**src/rtl/uart_rx_pkg.sv**
```systemverilog
// Shared UART RX definitions: prescale constants and the majority vote.
// The sampler, parity and stop checkers all vote with majority3.
package uart_rx_pkg;

  localparam int PRESCALE_WIDTH_DEF = 6;
  localparam int PRESCALE_MIN       = 6;
  localparam int PRESCALE_8         = 8;
  localparam int PRESCALE_16        = 16;
  localparam int PRESCALE_32        = 32;

  function automatic logic majority3(
    input logic a,
    input logic b,
    input logic c
  );
    return (a & b) | (a & c) | (b & c);
  endfunction

endpackage

```
**src/rtl/uart_rx_sync.sv**
```systemverilog
// Multi-flop synchroniser for the asynchronous RX line.
// Resets to 1 so the line reads as idle.
module uart_rx_sync #(
  parameter int STAGES = 2
) (
  input  logic CLK,
  input  logic RST,
  input  logic i_async,
  output logic o_sync
);

  logic [STAGES-1:0] r_sync;

  always_ff @(posedge CLK) begin
    if (RST) begin
      r_sync <= '1;
    end else begin
      r_sync <= {r_sync[STAGES-2:0], i_async};
    end
  end

  assign o_sync = r_sync[STAGES-1];

endmodule

```
**src/rtl/uart_rx_data_sampler.sv**
```systemverilog
// UART RX oversampling front end: edge counter, three-point mid-bit
// sampling with majority vote, valid and bit_done strobes.
module uart_rx_data_sampler
  import uart_rx_pkg::*;
#(
  parameter int PRESCALE_WIDTH = PRESCALE_WIDTH_DEF,
  parameter int SYNC_STAGES    = 2
) (
  input  logic                      CLK,
  input  logic                      RST,
  input  logic                      RX_IN,
  input  logic [PRESCALE_WIDTH-1:0] Prescale,
  input  logic                      sampler_enable,
  output logic                      sampled_bit,
  output logic                      valid_sampled_bit,
  output logic [PRESCALE_WIDTH-1:0] edge_cnt,
  output logic                      bit_done
);

  localparam logic [PRESCALE_WIDTH-1:0] P_MIN =
    PRESCALE_WIDTH'(PRESCALE_MIN);
  localparam logic [PRESCALE_WIDTH-1:0] ONE =
    PRESCALE_WIDTH'(1);

  logic                      w_rx_s;
  logic                      w_en;
  logic [PRESCALE_WIDTH-1:0] w_half;
  logic [PRESCALE_WIDTH-1:0] w_last;
  logic                      w_wrap;
  logic                      w_at_s0;
  logic                      w_at_s1;
  logic                      w_at_vote;

  logic [PRESCALE_WIDTH-1:0] r_edge_cnt;
  logic                      r_s0;
  logic                      r_s1;
  logic                      r_bit;
  logic                      r_valid;
  logic                      r_done;

  uart_rx_sync #(
    .STAGES (SYNC_STAGES)
  ) u_sync (
    .CLK     (CLK),
    .RST     (RST),
    .i_async (RX_IN),
    .o_sync  (w_rx_s)
  );

  // Illegal (too small) prescale behaves exactly like idle.
  assign w_en      = sampler_enable & (Prescale >= P_MIN);
  assign w_half    = Prescale >> 1;
  assign w_last    = Prescale - ONE;
  // >= keeps the counter bounded if Prescale shrinks mid-bit.
  assign w_wrap    = r_edge_cnt >= w_last;
  assign w_at_s0   = r_edge_cnt == (w_half - ONE);
  assign w_at_s1   = r_edge_cnt == w_half;
  assign w_at_vote = r_edge_cnt == (w_half + ONE);

  always_ff @(posedge CLK) begin
    if (RST) begin
      r_edge_cnt <= '0;
      r_s0       <= 1'b0;
      r_s1       <= 1'b0;
      r_bit      <= 1'b0;
      r_valid    <= 1'b0;
      r_done     <= 1'b0;
    end else if (!w_en) begin
      r_edge_cnt <= '0;
      r_s0       <= 1'b0;
      r_s1       <= 1'b0;
      r_valid    <= 1'b0;
      r_done     <= 1'b0;
    end else begin
      r_edge_cnt <= w_wrap ? '0 : r_edge_cnt + ONE;
      r_done     <= w_wrap;
      r_valid    <= w_at_vote;
      if (w_at_s0) begin
        r_s0 <= w_rx_s;
      end
      if (w_at_s1) begin
        r_s1 <= w_rx_s;
      end
      if (w_at_vote) begin
        r_bit <= majority3(r_s0, r_s1, w_rx_s);
      end
    end
  end

  assign sampled_bit       = r_bit;
  assign valid_sampled_bit = r_valid;
  assign edge_cnt          = r_edge_cnt;
  assign bit_done          = r_done;

endmodule

```
**config.mk**
```make
export PLATFORM = sky130hd
export DESIGN_NAME = uart_rx_data_sampler
export DESIGN_NICKNAME = d
export VERILOG_FILES = /design/src/rtl/uart_rx_pkg.sv /design/src/rtl/uart_rx_sync.sv /design/src/rtl/uart_rx_data_sampler.sv
export SDC_FILE = /design/constraint.sdc
export NUM_CORES = 1
export LEC_CHECK = 0
export CAP_MARGIN = 0
export CORE_MARGIN = 10
export CORE_UTILIZATION = 45
export DETAILED_ROUTE_END_ITERATION = 7
export GPL_ROUTABILITY_DRIVEN = 0
export GPL_TIMING_DRIVEN = 0
export PLACE_DENSITY = 0.81
export SLEW_MARGIN = 20
export SYNTH_ARGS = -nofsm -noshare
export SYNTH_HDL_FRONTEND = slang
export SYNTH_SLANG_ARGS = --single-unit
```
**constraint.sdc**
```tcl
create_clock -name CLK -period 2.06 [get_ports CLK]
set_input_delay 0.412 -clock CLK [delete_from_list [all_inputs] [get_ports CLK]]
set_output_delay 0.412 -clock CLK [all_outputs]
set_load 0.05 [all_outputs]
```
==> out/results.ini, run 1 <==
[timing]
finalCriticalPeriod_ns=1.968
fmax_ghz=0.5081
post-route-period-util=0.9554
final_hold_viol_count=0
drv_slew=0
worst_slew_margin_rel=0.6583
setup_total_negative_slack_ns=0
setup_viol=0
timing_worst_slew_pin_value_ns=0.5117
finalClockSkew_ns=0.008625
rsz_0062_raised_after_global_routing=no

[floorplanning]
floorplan.core_area_mm2=0.002455
die_w_um=70.33
top_level_ports=19
initial_core_utilization=0.4643
die_h_um=70.33
die_area_mm2=0.004946
placement_rows=18

[worst_hold_path]
min-delay-path-class=flip-flop to flip-flop

[global_routing]
first_pass_grt_wire_length_mm=4.830
gr-total-overflow=0
global_route.usage.total=0.1149
number_of_antenna_violations_at_the_first_check_in_global_routing=0
grt_max_degree=10
grt_pass1_vias=1050

[setup_path]
cp_common_cell=sky130_fd_sc_hd__nand2_4
setup.worst_path.start_class=input port
critical_path_class=input port to flip-flop
timing.critical_path.fanout_max=6
crit_path_max_incr_delay_ns=0.31
timing.critical_path.buf_inv=2
timing.critical_path.max_delay_family=compound AO/OA/AOI/OAI gates
critPathArrivalTime_ns=2.18
critical_path.slowest_cell=sky130_fd_sc_hd__ha_1
worst-endpoint-required_ns=2.27
crit_chain=buf_12, clkinv_8, ha_4, nand2_4, nand2_4, xnor2_2, ha_1, a21o_1, a21oi_2, o21ai_2, a211oi_4, and2_1
setup.worst_path.end_class=flip-flop

[cells_and_area]
finish.net_count=177
layout_commonest_cell=sky130_fd_sc_hd__dfxtp_1
num_antenna_cells=0
layout.cells.most_common_list=13 x sky130_fd_sc_hd__dfxtp_1, 11 x sky130_fd_sc_hd__buf_4, 9 x sky130_fd_sc_hd__xnor2_1, 9 x sky130_fd_sc_hd__ha_1, 9 x sky130_fd_sc_hd__clkdlybuf4s50_1
fillCellCount=195
areaGrowthSynthToFinish_pct=36.88
final_layout_size_suffix_gt1_frac=0.3312

[detailed_routing]
drt_pre_antenna_iters=4
vias_per_cell=5.560
via_count=1023
drcViolationCount=0
wirelength_mm=2.965
initialDrtViolationCount=32
route.antenna.remaining_nets=0
wire_per_inst_um=16.11

[logic_synthesis]
syn_inst=124
ys_seq_area_frac=0.2283
synthesis.nets=146
ys_types=44
syn_area_mm2=0.001140
synth_warnings=0
ys_seq_elements=13
mapped_avg_cell_area_um2=9.192

[pwr]
static_leak_nw=0.7141
vdd_ir_drop_max_mv=0.4877
powerDensity_mw_per_mm2=393.1
p_total_uw=613.3

[cts]
clock_sink_count=13
clk_pin_slew_worst_paths_ns=0.09
cts-buffers-inserted=3
h_tree_depth=1
clk_latency_ns=0.27
clock_path_buffers=2
tritoncts=built
ctsRootBufferMaster=sky130_fd_sc_hd__clkbuf_4

[flow_run]
max-cap-violations=0

[place]
port_buffers=17
place.detailed.hpwl_mm=2.076

[status]
outcome=complete, no violations

[metrics by stage]
step	hold WS [ns]	cells	setup WS, ns	instance area (µm²)	util
2_1_floorplan	0.3895	124	0.007216	1191	-
3_3_place_gp	0.3919	171	-0.7703	1399	0.5698
3_5_place_dp	0.4121	171	-0.8821	1399	0.5698
4_1_cts	0.4248	184	0.0007077	1524	0.6208
5_1_grt	0.4492	184	0.01454	1560	0.6356
6_report	0.4243	184	0.09189	1560	0.6356
[cells by family (layout without fill, tap and decap cells)]
logic type	after synthesis	after routing	synth area share
buf+inv	13	43	0.09329
flops	13	13	0.2283
fa+ha+maj	12	12	0.1317
compound gates	19	19	0.1284
mux	5	5	0.04939
xor+xnor	19	19	0.1526
simple gates	43	43	0.2163
[worst register-to-register path, delay by kind of cell (launching register included)]
| family | cells | cell delay [ns] |
|---|---|---|
| fa+ha+maj | 1 | 0.27 |
| simple gates | 2 | 0.34 |
| compound gates | 3 | 0.57 |
| buf+inv | 1 | 0.11 |
| flops | 1 | 0.47 |
[power by group]
group | switching, mW | total [mW] | internal, mW
Clock | 0.0832 | 0.158 | 0.0749
Combinational | 0.0998 | 0.194 | 0.0941
Sequential | 0.00557 | 0.261 | 0.256
Total | 0.189 | 0.613 | 0.425
[flip-flops by register name (all words and copies together) (netlist names)]
name,count
bit_done,1
r_s1,1
r_s0,1
u_sync.r_sync,2
sampled_bit,1
valid_sampled_bit,1
edge_cnt,6
[routing by layer]
layer  up-vias  global-route usage  part of all wire  wire (µm)
li1        492                   -                 -          -
met1       492              0.1244              0.41       1214
met2        34              0.2066              0.53       1567
met3         5             0.03672             0.050        149
met4         0             0.03070             0.011         34
met5         -                   0                 0          0
[cell type report]
class	count	area, µm²	share of cell area
Multi-Input combinational cell	98	859.6	0.5509
Timing Repair Buffer	28	265.3	0.1700
Inverter	5	38.79	0.02486
Clock buffer	4	26.28	0.01684
Sequential cell	13	260.3	0.1668
Buffer	6	72.57	0.04651
Tap cell	30	37.54	0.02406
[path summary, 6_finish.rpt]
| kind | from | end | slack, ns | cells after the start |
|---|---|---|---|---|
| worst max-delay path | Prescale[1] | edge_cnt[2] | 0.09 | 12 |
| worst min-delay path | u_sync.r_sync[0] | u_sync.r_sync[1] | 0.42 | 1 |
| worst max register to register | edge_cnt[0] | edge_cnt[2] | 0.25 | 7 |
| worst min register to register | u_sync.r_sync[0] | u_sync.r_sync[1] | 0.42 | 1 |
[repair_timing]
item	in CTS	in global routing
pin swaps	9	9
gates cloned	0	0
buffers inserted	9	2
gates resized for setup	25	16
endpoints found under the setup margin	9	9
hold buffers	0	0
[cell usage after synthesis, drive strengths merged]
| cell | count | area share |
|---|---|---|
| a2111oi | 1 | 0.013 |
| nand2b | 2 | 0.011 |
| a21o | 1 | 0.0066 |
| nand4 | 1 | 0.0055 |
| o2111ai | 1 | 0.0077 |
| xor2 | 8 | 0.061 |
| nor2b | 1 | 0.0055 |
| inv | 5 | 0.016 |
| nor3 | 7 | 0.035 |
| o21ai | 2 | 0.012 |
| and2b | 2 | 0.013 |
| o211ai | 1 | 0.011 |
| or2 | 3 | 0.016 |
| a221oi | 1 | 0.0077 |
| nand3b | 1 | 0.0066 |
| nand2 | 6 | 0.026 |
| ha | 12 | 0.13 |
| nand3 | 4 | 0.018 |
| clkbuf | 2 | 0.016 |
| a211oi | 1 | 0.011 |
| mux2 | 2 | 0.023 |
| dfxtp | 13 | 0.23 |
| buf | 6 | 0.060 |
| o21a | 1 | 0.0066 |
| or3 | 1 | 0.0099 |
| a21oi | 6 | 0.026 |
| mux2i | 3 | 0.026 |
| or2b | 1 | 0.0066 |
| and3 | 2 | 0.012 |
| and2 | 5 | 0.027 |
| a311oi | 2 | 0.015 |
| xnor2 | 11 | 0.091 |
| a31oi | 2 | 0.011 |
| nor2 | 7 | 0.023 |
(Power assumes the default switching activity.)
==> run 2, diff against run 1 <==
--- a/config.mk
+++ b/config.mk
@@ -10,8 +10,7 @@
 export CORE_UTILIZATION = 45
 export DETAILED_ROUTE_END_ITERATION = 7
 export GPL_ROUTABILITY_DRIVEN = 0
-export GPL_TIMING_DRIVEN = 0
-export PLACE_DENSITY = 0.81
+export PLACE_DENSITY = 0.74
 export SLEW_MARGIN = 20
 export SYNTH_ARGS = -nofsm -noshare
 export SYNTH_HDL_FRONTEND = slang
==> run 2 against run 1 <==
Compared with the run above: sequential power about the same; global-route usage down 0.20 points; setup slack worse by 0.018 ns; count of clock-buffer cells in the layout unchanged; largest cell class unchanged; largest power group unchanged.
==> out/results.ini, run 2 (same netlist as run 1, synthesis figures left out) <==
[detailed_routing]
wire_per_inst_um=14.69  ; was 16.11 µm
highest-signal-layer=met4  ; unchanged
drcViolationCount=0  ; unchanged
detail_route.wirelength.met1_mm=1.193  ; was 1.214 mm
wl_met2_mm=1.422  ; was 1.567 mm
wirelength_mm=2.717  ; was 2.965 mm
via_count=951  ; was 1023
dr_wl_met3_um=82  ; was 149 µm
route.antenna.remaining_nets=0  ; unchanged
vias_per_cell=5.141  ; was 5.560
initialDrtViolationCount=60  ; was 32
drt_pre_antenna_iters=4  ; unchanged

[setup_path]
setup.worst_path.end_class=flip-flop  ; unchanged
setup.worst_path.start_class=input port  ; unchanged
timing.critical_path.fanout_max=6  ; unchanged
crit-reg2reg-capture=edge_cnt[2]  ; unchanged
critical_path_class=input port to flip-flop  ; unchanged
reg2reg_setup_slack_ns=0.27  ; was 0.25 ns
reg2regPathDepth=8  ; was 7
worst-endpoint-required_ns=2.28  ; was 2.27 ns
critical_path.reg2reg.startpoint=edge_cnt[0]  ; unchanged
critPathArrivalTime_ns=2.21  ; was 2.18 ns

[timing]
finalClockSkew_ns=0.003101  ; was 0.008625 ns
minimum_setup_slack_in_the_final_design_ns=0.07385  ; was 0.09189 ns
finalCriticalPeriod_ns=1.986  ; was 1.968 ns
timing_worst_slew_pin_value_ns=0.5003  ; was 0.5117 ns
worst_slew_margin_rel=0.6654  ; was 0.6583
post-route-period-util=0.9642  ; was 0.9554
hold_slack_ns=0.4248  ; was 0.4243 ns
setup_total_negative_slack_ns=0  ; unchanged
drv_slew=0  ; unchanged
fmax_ghz=0.5035  ; was 0.5081 GHz
setup_viol=0  ; unchanged
final_hold_viol_count=0  ; unchanged

[worst_hold_path]
worstHoldEndpoint=u_sync.r_sync[1]  ; unchanged
hold_depth=1  ; unchanged
min-delay-path-class=flip-flop to flip-flop  ; unchanged
min_from=u_sync.r_sync[0]  ; unchanged

[pwr]
static_leak_nw=0.6562  ; was 0.7141 nW
p_total_uw=592.4  ; was 613.3 µW
vdd_ir_drop_max_mv=0.4416  ; was 0.4877 mV
powerDensity_mw_per_mm2=406.8  ; was 393.1 mW/mm²

[status]
outcome=complete, no violations  ; unchanged

[floorplanning]
die_area_mm2=0.004946  ; unchanged
die_w_um=70.33  ; unchanged
placement_rows=18  ; unchanged
die_h_um=70.33  ; unchanged
initial_core_utilization=0.4643  ; unchanged
floorplan.core_area_mm2=0.002455  ; unchanged
top_level_ports=19  ; unchanged

[place]
port_buffers=18  ; was 17
dp_slack_ns=-0.7053  ; was -0.8821 ns
placement.cell_area_mm2=0.001395  ; was 0.001399 mm²
place.detailed.hpwl_mm=2.174  ; was 2.076 mm
place.detailed.instances=178  ; was 171

[cells_and_area]
largest_register_ff_count=6  ; unchanged
num_antenna_cells=0  ; unchanged
finish.net_count=178  ; was 177
areaGrowthSynthToFinish_pct=27.77  ; was 36.88%
final_cell_area_mm2=0.001456  ; was 0.001560 mm²
post_route_non_filler_standard_cell_count=185  ; was 184
final_layout_size_suffix_gt1_frac=0.3290  ; was 0.3312
finish.utilization=0.5933  ; was 0.6356
fillCellCount=215  ; was 195
ff_latch_area_um2=260.3  ; unchanged
layout_commonest_cell=sky130_fd_sc_hd__buf_4  ; was sky130_fd_sc_hd__dfxtp_1
multi_input_comb_area_um2=818.3  ; was 859.6 µm²
layout.cells.most_common_list=24 x sky130_fd_sc_hd__buf_4, 13 x sky130_fd_sc_hd__dfxtp_1, 9 x sky130_fd_sc_hd__xnor2_1, 9 x sky130_fd_sc_hd__ha_1, 8 x sky130_fd_sc_hd__xor2_1  ; was 13 x sky130_fd_sc_hd__dfxtp_1, 11 x sky130_fd_sc_hd__buf_4, 9 x sky130_fd_sc_hd__xnor2_1, 9 x sky130_fd_sc_hd__ha_1, 9 x sky130_fd_sc_hd__clkdlybuf4s50_1

[cts]
holdBufCountCts=0  ; unchanged
clk_latency_ns=0.27  ; about the same
tritoncts=built  ; unchanged
clk_pin_slew_worst_paths_ns=0.08  ; was 0.09 ns
clock_sink_count=13  ; unchanged
h_tree_depth=1  ; unchanged
ctsRootBufferMaster=sky130_fd_sc_hd__clkbuf_4  ; unchanged
clock_path_buffers=2  ; unchanged
cts-buffers-inserted=3  ; unchanged

[global_routing]
first_pass_grt_wire_length_mm=4.740  ; was 4.830 mm
grt_max_degree=12  ; was 10
global_route.usage.total=0.1128  ; was 0.1149
number_of_antenna_violations_at_the_first_check_in_global_routing=0  ; unchanged
gr-total-overflow=0  ; unchanged
grt_pass1_vias=1070  ; was 1050

[flow_run]
max-cap-violations=0  ; unchanged

## run 2: what timing repair did
action	4_1_cts	5_1_grt
pin swaps	6	4
endpoints found under the hold margin	0	0
setup endpoints to repair	9	7
resized for setup	16	3
setup buffers	2	1
## run 2: worst max path at each step
| stage | from | end | slack [ns] | depth (start not counted) |
|---|---|---|---|---|
| after floorplan | Prescale[2] | edge_cnt[3] | 0.007 | 12 |
| after global placement | Prescale[1] | edge_cnt[3] | -0.60 | 12 |
| after detailed placement | Prescale[1] | edge_cnt[2] | -0.71 | 12 |
| after CTS | Prescale[4] | r_s0 | 0.02 | 7 |
| after global routing | Prescale[2] | edge_cnt[2] | -0.001 | 13 |
| final | Prescale[2] | edge_cnt[2] | 0.07 | 13 |
## run 2: routing by layer
metal | track usage | up-vias
met5 | 0 | -
met4 | 0.04167 | 0
met3 | 0.02966 | 2
met2 | 0.1996 | 16
met1 | 0.1243 | 444
li1 | - | 489
## run 2: worst max-delay path, cell delays in order
cell	delay [ns]
sky130_fd_sc_hd__buf_2	0.11
sky130_fd_sc_hd__inv_4	0.06
sky130_fd_sc_hd__ha_4	0.14
sky130_fd_sc_hd__nand2_1	0.07
sky130_fd_sc_hd__nand2_2	0.08
sky130_fd_sc_hd__xnor2_2	0.13
sky130_fd_sc_hd__ha_1	0.32
sky130_fd_sc_hd__a21o_1	0.19
sky130_fd_sc_hd__a21oi_1	0.12
sky130_fd_sc_hd__o21ai_1	0.11
sky130_fd_sc_hd__a211oi_2	0.18
sky130_fd_sc_hd__buf_4	0.16
sky130_fd_sc_hd__and2_4	0.13
## run 2: area by class of cell
class,count,share of cell area
timing repair buffer,35,0.1959
sequential,13,0.1787
tap,30,0.02577
inverter,5,0.01976
multi-input combinational,98,0.5619
clock buffer,4,0.01804
## run 2: power breakdown
group / internal (mW) / switching [mW]
Combinational: 0.0874 / 0.0902
Sequential: 0.256 / 0.00557
Clock: 0.0751 / 0.0785
Total: 0.418 / 0.174
